[src/rtl/mcs4_pkg.sv]
// mcs4_pkg
// Shared definitions for the MCS-4 ROM bus interface:
//   phase_t  - 8-phase instruction-cycle encoding plus an IDLE state
//   io_op_t  - pending ROM I/O operation decoded in M2
//   OPR_IO / OPA_WRR / OPA_RDR - opcode nibbles for the ROM port instructions
//   next_phase_of() - free-running phase advance (no resync)
package mcs4_pkg;

    typedef enum logic [3:0] {
        PH_IDLE,
        PH_A1,
        PH_A2,
        PH_A3,
        PH_M1,
        PH_M2,
        PH_X1,
        PH_X2,
        PH_X3
    } phase_t;

    typedef enum logic [1:0] {
        IO_NONE,
        IO_WRR,
        IO_RDR
    } io_op_t;

    localparam logic [3:0] OPR_IO  = 4'hE;
    localparam logic [3:0] OPA_WRR = 4'h2;
    localparam logic [3:0] OPA_RDR = 4'hA;

    // IDLE is sticky: only SYNC_N can move the bus out of it.
    function automatic phase_t next_phase_of(input phase_t p);
        phase_t n;
        case (p)
            PH_A1:   n = PH_A2;
            PH_A2:   n = PH_A3;
            PH_A3:   n = PH_M1;
            PH_M1:   n = PH_M2;
            PH_M2:   n = PH_X1;
            PH_X1:   n = PH_X2;
            PH_X2:   n = PH_X3;
            PH_X3:   n = PH_A1;
            default: n = PH_IDLE;
        endcase
        return n;
    endfunction

endpackage

[src/rtl/mcs4_phase_ctr.sv]
// mcs4_phase_ctr
// Tracks the CPU's 8-phase instruction cycle from the SYNC_N pin.
// Ports:
//   clk    in   system clock, one bus phase per cycle
//   res    in   synchronous active-high reset
//   sync_n in   CPU sync, low for one cycle during X3
//   phase  out  current bus phase (PH_IDLE after reset)
//   synced out  set once the first SYNC_N has been seen
module mcs4_phase_ctr
    import mcs4_pkg::*;
(
    input  logic   clk,
    input  logic   res,
    input  logic   sync_n,
    output phase_t phase,
    output logic   synced
);

    phase_t phase_q;
    phase_t phase_d;

    // Phase register and sticky synced flag.
    always_ff @(posedge clk) begin
        if (res) begin
            phase_q <= PH_IDLE;
            synced  <= 1'b0;
        end else begin
            phase_q <= phase_d;
            if (!sync_n) begin
                synced <= 1'b1;
            end
        end
    end

    // A low SYNC_N realigns us to A1 from any phase, even mid-cycle.
    always_comb begin
        phase_d = next_phase_of(phase_q);
        if (!sync_n) begin
            phase_d = PH_A1;
        end
    end

    assign phase = phase_q;

endmodule

[src/rtl/mcs4_rom_bus_if.sv]
// mcs4_rom_bus_if
// Target-side 4001 ROM interface on the MCS-4 CPU bus: captures the fetch
// address, reads program memory, returns OPR/OPA, and executes SRC/WRR/RDR
// for up to NCHIP ROM chips.
// Ports:
//   CLK, RES    clock / synchronous active-high reset
//   SYNC_N      CPU sync (low during X3)
//   CM_ROM_N    CPU ROM command line
//   DATA_IN     data bus as seen at the pins
//   DATA_OUT    value to drive on the data bus
//   DATA_OE     data bus drive enable (1 = drive)
//   ROM_ADDR    program memory read address
//   ROM_RE      program memory read strobe (A3)
//   ROM_RDATA   program memory byte, valid the cycle after ROM_RE
//   IN_PORT     chip n input pins at [4n+3:4n]
//   OUT_PORT    chip n output latches at [4n+3:4n]
//   SYNCED      1 once the first SYNC_N has been seen
module mcs4_rom_bus_if
    import mcs4_pkg::*;
#(
    parameter int NCHIP  = 16,
    parameter int ROM_AW = 12
) (
    input  logic                 CLK,
    input  logic                 RES,
    input  logic                 SYNC_N,
    input  logic                 CM_ROM_N,
    input  logic [3:0]           DATA_IN,
    output logic [3:0]           DATA_OUT,
    output logic                 DATA_OE,
    output logic [ROM_AW-1:0]    ROM_ADDR,
    output logic                 ROM_RE,
    input  logic [7:0]           ROM_RDATA,
    input  logic [4*NCHIP-1:0]   IN_PORT,
    output logic [4*NCHIP-1:0]   OUT_PORT,
    output logic                 SYNCED
);

    phase_t             phase;
    logic [11:0]        addr_q;
    logic [11:0]        fetch_addr;
    logic               fetch_en;
    logic [7:0]         rom_byte;
    io_op_t             io_pending;
    logic [3:0]         src_chip;
    logic [4*NCHIP-1:0] out_port_q;
    logic [3:0]         in_nibble;
    logic               chip_hit;

    mcs4_phase_ctr u_phase (
        .clk    (CLK),
        .res    (RES),
        .sync_n (SYNC_N),
        .phase  (phase),
        .synced (SYNCED)
    );

    // Selected chip's input nibble; chip_hit stays 0 for chips >= NCHIP.
    always_comb begin
        in_nibble = 4'h0;
        chip_hit  = 1'b0;
        for (int n = 0; n < NCHIP; n++) begin
            if (src_chip == 4'(n)) begin
                in_nibble = IN_PORT[4*n +: 4];
                chip_hit  = 1'b1;
            end
        end
    end

    // Address capture, opcode latch, I/O decode and port latches.
    always_ff @(posedge CLK) begin
        if (RES) begin
            addr_q     <= 12'h000;
            fetch_en   <= 1'b0;
            rom_byte   <= 8'h00;
            io_pending <= IO_NONE;
            src_chip   <= 4'h0;
            out_port_q <= '0;
        end else begin
            case (phase)
                PH_A1: addr_q[3:0] <= DATA_IN;
                PH_A2: addr_q[7:4] <= DATA_IN;
                PH_A3: begin
                    addr_q[11:8] <= DATA_IN;
                    fetch_en     <= ~CM_ROM_N;
                end
                PH_M1: rom_byte <= ROM_RDATA;
                PH_M2: begin
                    if (!CM_ROM_N && rom_byte[7:4] == OPR_IO && rom_byte[3:0] == OPA_WRR) begin
                        io_pending <= IO_WRR;
                    end else if (!CM_ROM_N && rom_byte[7:4] == OPR_IO && rom_byte[3:0] == OPA_RDR) begin
                        io_pending <= IO_RDR;
                    end else begin
                        io_pending <= IO_NONE;
                    end
                end
                PH_X2: begin
                    // SRC only when this cycle is not already a ROM I/O op.
                    if (io_pending == IO_NONE && !CM_ROM_N) begin
                        src_chip <= DATA_IN;
                    end
                    if (io_pending == IO_WRR) begin
                        for (int n = 0; n < NCHIP; n++) begin
                            if (src_chip == 4'(n)) begin
                                out_port_q[4*n +: 4] <= DATA_IN;
                            end
                        end
                    end
                end
                PH_X3: io_pending <= IO_NONE;
                default: ;
            endcase
            if (!SYNC_N) begin
                io_pending <= IO_NONE;
            end
        end
    end

    // The A3 nibble is bypassed so the read is issued in the same phase.
    always_comb begin
        fetch_addr = addr_q;
        if (phase == PH_A3) begin
            fetch_addr = {DATA_IN, addr_q[7:0]};
        end
    end

    assign ROM_ADDR = fetch_addr[ROM_AW-1:0];
    assign ROM_RE   = (phase == PH_A3) && !RES;
    assign OUT_PORT = out_port_q;

    // Bus drive: only M1/M2 (fetch) and X2 (RDR); released at once under RES.
    always_comb begin
        DATA_OUT = 4'h0;
        DATA_OE  = 1'b0;
        if (!RES) begin
            case (phase)
                PH_M1: if (fetch_en) begin
                    DATA_OUT = ROM_RDATA[7:4];
                    DATA_OE  = 1'b1;
                end
                PH_M2: if (fetch_en) begin
                    DATA_OUT = rom_byte[3:0];
                    DATA_OE  = 1'b1;
                end
                PH_X2: if (io_pending == IO_RDR && chip_hit) begin
                    DATA_OUT = in_nibble;
                    DATA_OE  = 1'b1;
                end
                default: ;
            endcase
        end
    end

endmodule

[config.mk]
export PLATFORM = sky130hd
export DESIGN_NAME = mcs4_rom_bus_if
export DESIGN_NICKNAME = d
export VERILOG_FILES = /design/src/rtl/mcs4_pkg.sv /design/src/rtl/mcs4_phase_ctr.sv /design/src/rtl/mcs4_rom_bus_if.sv
export SDC_FILE = /design/constraint.sdc
export NUM_CORES = 1
export LEC_CHECK = 0
export CORE_UTILIZATION = 49
export DETAILED_ROUTE_END_ITERATION = 7
export HOLD_SLACK_MARGIN = 0.02
export PLACE_DENSITY_LB_ADDON = 0.1
export SYNTH_ARGS = -nofsm -noshare
export SYNTH_HDL_FRONTEND = slang
export SYNTH_SLANG_ARGS = --single-unit
export TNS_END_PERCENT = 30
[constraint.sdc]
create_clock -name CLK -period 3.1 [get_ports CLK]
set_input_delay 0.31 -clock CLK [delete_from_list [all_inputs] [get_ports CLK]]
set_output_delay 0.31 -clock CLK [all_outputs]
set_load 0.005 [all_outputs]
==> metrics.cfg, run 1 <==
[power]
power.leakage_nw=2.139
ir_drop_mv=0.4255
p_per_area_mw_per_mm2=340.2

[min_path]
min_to=OUT_PORT[35]
hp-class=reg2reg
whs_path_depth=2
min-delay-start=OUT_PORT[35]

[cts]
clock_tree.root_cell=clkbuf_8
cts_sinks=96
clock_latency_ns=0.36
postCtsSetupRepairBufs=0
tritoncts=built
cts_buffers=9
cts.clk_slew.worst_paths_ns=0.10
cts_buffer_depth=2
htreeDepth=3

[synth]
syn-cell-area_sq_mm=0.004721
yosysWarnings=0
synth-seq-cells=96
syn_inst=589
syn_avg_cell_area_sq_um=8.015
synth_edf_count=0
synth_ff_type=dfxtp_1
synth_nets=674
ys_types=53
yosysSeqAreaShare_pct=40.71
synthArstFlopShare_pct=0

[setup_path]
ff2ff_path_depth=7
crit_path_cell_trace=buf_4, nor2b_2, and4_1, a311o_1, a211oi_1, o22ai_1, clkdlybuf4s50_1
worstSetupPathType=reg2out
critPathLaunch=src_chip[2]
crit_fanout=8
crit_required_ns=2.79
slowest_delay_ns=0.47
critPathArrivalTime_ns=2.69
r2r_slack_ns=1.15
reg2reg_to=OUT_PORT[54]
cp_slowest_cell=clkdlybuf4s50_1
critPathCaptureType=output pin
start_kind=flip-flop
reg2reg_from=src_chip[0]

[route]
drt_pass1_iterations=5
vias_per_cell=5.547
drtIter0Drc=247
drc=0
ant_nets=0
vias=4748
drt_wl_total_microns=13680
wl_per_cell_microns=15.98

[placed_design]
place_hpwl_microns=9677
placed_cells=840
portBuffers=162
pre_cts_slack_ns=0.3584
place.gp.congestion=0.9568

[floorplanning]
dieWidth_microns=100.2
fp-row-count=35
fp.dieArea_sq_mm=0.01003
core_area_sq_mm=0.009284
start_util_pct=50.85
chipHeight_microns=100.2
pin_count=163

[finish]
fillers=776
layout_commonest_cell=clkdlybuf4s50_1
mostFrequentLayoutCells=clkdlybuf4s50_1 (161), dfxtp_1 (93), nand2_1 (93), a21oi_1 (81), nand3_1 (68)
syn_to_final_growth_pct=39.23
drive_above_1_share_pct=7.978
fin_cells=856
antennaDiodeCount=0
fin_nets=807

[global_route]
grt_usage_pct=27.23
grt_overflow_total=0
grt_first_pass_wirelength_microns=21750
grt_pass1_vias=4449
antenna_found_initial=0
grt_max_degree=95

[timing]
fmax_ghz=0.3329
hold_ws_ns=0.4576
relSlewSlack_pct=37.79
fin_tns_setup_ns=0
tightest_slew_ns=0.9331
rsz0062_at_grt=false
finalClockSkew_ns=0.01164
slew_viol_final=0
setup_slack_ns=0.09626
period_share_pct=96.89
final_hold_viol_count=0
period_needed_ns=3.004
setup_violations=0

[run_status]
status=completed

[job]
maxCapViolCount=0

[report_power, final]
part | leakage, nW | internal [W] | switching, W
clock | 0.0909 | 0.000308 | 0.000472
sequential | 0.776 | 0.00124 | 0.00000510
combinational | 1.27 | 0.000126 | 0.0000849
total | 2.14 | 0.00167 | 0.000562
[timing repair]
| item | 4_1_cts | 5_1_grt |
|---|---|---|
| gates resized for setup | 1 | 3 |
| hold buffers | 0 | 0 |
| setup endpoints to repair | 1 | 2 |
[logic make-up (layout without fill, tap and decap cells)]
group / after synthesis / after routing / share of synthesized area (%)
AO/OA/AOI/OAI: 135 / 135 / 17.31
adder cells (fa/ha/maj): 5 / 5 / 1.325
buffers and inverters: 73 / 211 / 7.501
flip-flops: 96 / 96 / 40.71
multiplexers: 35 / 35 / 8.561
AND/OR/NAND/NOR: 245 / 245 / 24.60
[critical path: cells and delay by family (launching register included)]
family,cells,cell delay [ns]
AND/OR/NAND/NOR,2,0.48
flip-flops,1,0.41
buffers and inverters,2,0.68
AO/OA/AOI/OAI,3,0.77
[per-layer routing]
metal / vias to the layer above / track usage [%] / routed length [microns]
met2: 188 / 44.36 / 6299
met4: 0 / 6.689 / 136
met3: 10 / 6.546 / 1141
met1: 2220 / 36.42 / 6097
met5: - / 0 / 0
li1: 2330 / - / -
[sequential cells by signal, indices dropped and copies added, names as in the netlist]
name            count
rom_byte            8
u_phase.phase       4
fetch_en            1
OUT_PORT           64
src_chip            4
u_phase.synced      1
io_pending          2
addr_q             12
[how the worst max path moves through the flow]
| stage | endpoint | cells after the start | slack [ns] |
|---|---|---|---|
| floorplan | DATA_OUT[0] | 7 | 1.31 |
| detailed placement | DATA_OUT[3] | 7 | 0.36 |
| global placement | DATA_OUT[3] | 7 | 0.42 |
| finish | DATA_OUT[2] | 7 | 0.1 |
| CTS | DATA_OUT[2] | 7 | 0.14 |
| global route | DATA_OUT[2] | 7 | 0.006 |
[through the flow]
step	instance area, sq um	util, %	total power, W
floorplan	4721	-	0.001351
global placement	6377	68.69	0.001481
detailed placement	6377	68.69	0.001482
CTS	6568	70.74	0.002254
global route	6573	70.80	0.002329
finish	6573	70.80	0.002236
[synthesized netlist by cell type (all sizes together) (2+ instances only)]
master	n	share of area, %
inv	11	0.87
nand2b	11	1.5
nand4	2	0.26
a32oi	2	0.37
a22oi	4	0.64
nand3b	3	0.48
o32ai	4	0.74
a21o	3	0.48
ha	5	1.3
o21ai	11	1.2
nand2	93	7.4
a31oi	3	0.40
nor2	33	2.6
clkbuf	27	2.1
nor4	2	0.26
mux2i	25	5.3
o31ai	2	0.32
mux2	7	1.7
buf	35	4.5
a221oi	3	0.69
nor2b	9	1.2
and2	4	0.53
nand3	68	7.2
mux4	3	1.6
nor3	11	1.2
a21oi	81	8.6
o221ai	2	0.50
o22ai	4	0.53
o211ai	4	0.64
or3	3	0.40
dfxtp	96	41
a211oi	4	0.64
[layout make-up]
cell class	count	area (sq um)	share of cell area, %
multi-input cells	420	2474	37.64
flip-flops and latches	96	1926	29.30
repair buffers	184	1782	27.11
well taps	129	161.4	2.456
clock buffers	9	123.9	1.885
clock inverters	7	65.06	0.9899
inverters	11	41.29	0.6282
(Power assumes the default switching activity.)
==> run 2: changes to the inputs <==
--- a/config.mk
+++ b/config.mk
@@ -5,6 +5,7 @@
 export SDC_FILE = /design/constraint.sdc
 export NUM_CORES = 1
 export LEC_CHECK = 0
+export CAP_MARGIN = 20
 export CORE_UTILIZATION = 49
 export DETAILED_ROUTE_END_ITERATION = 7
 export HOLD_SLACK_MARGIN = 0.02
==> results of run 2 <==
The final DEF is identical to that of run 1; final timing and power are the same.
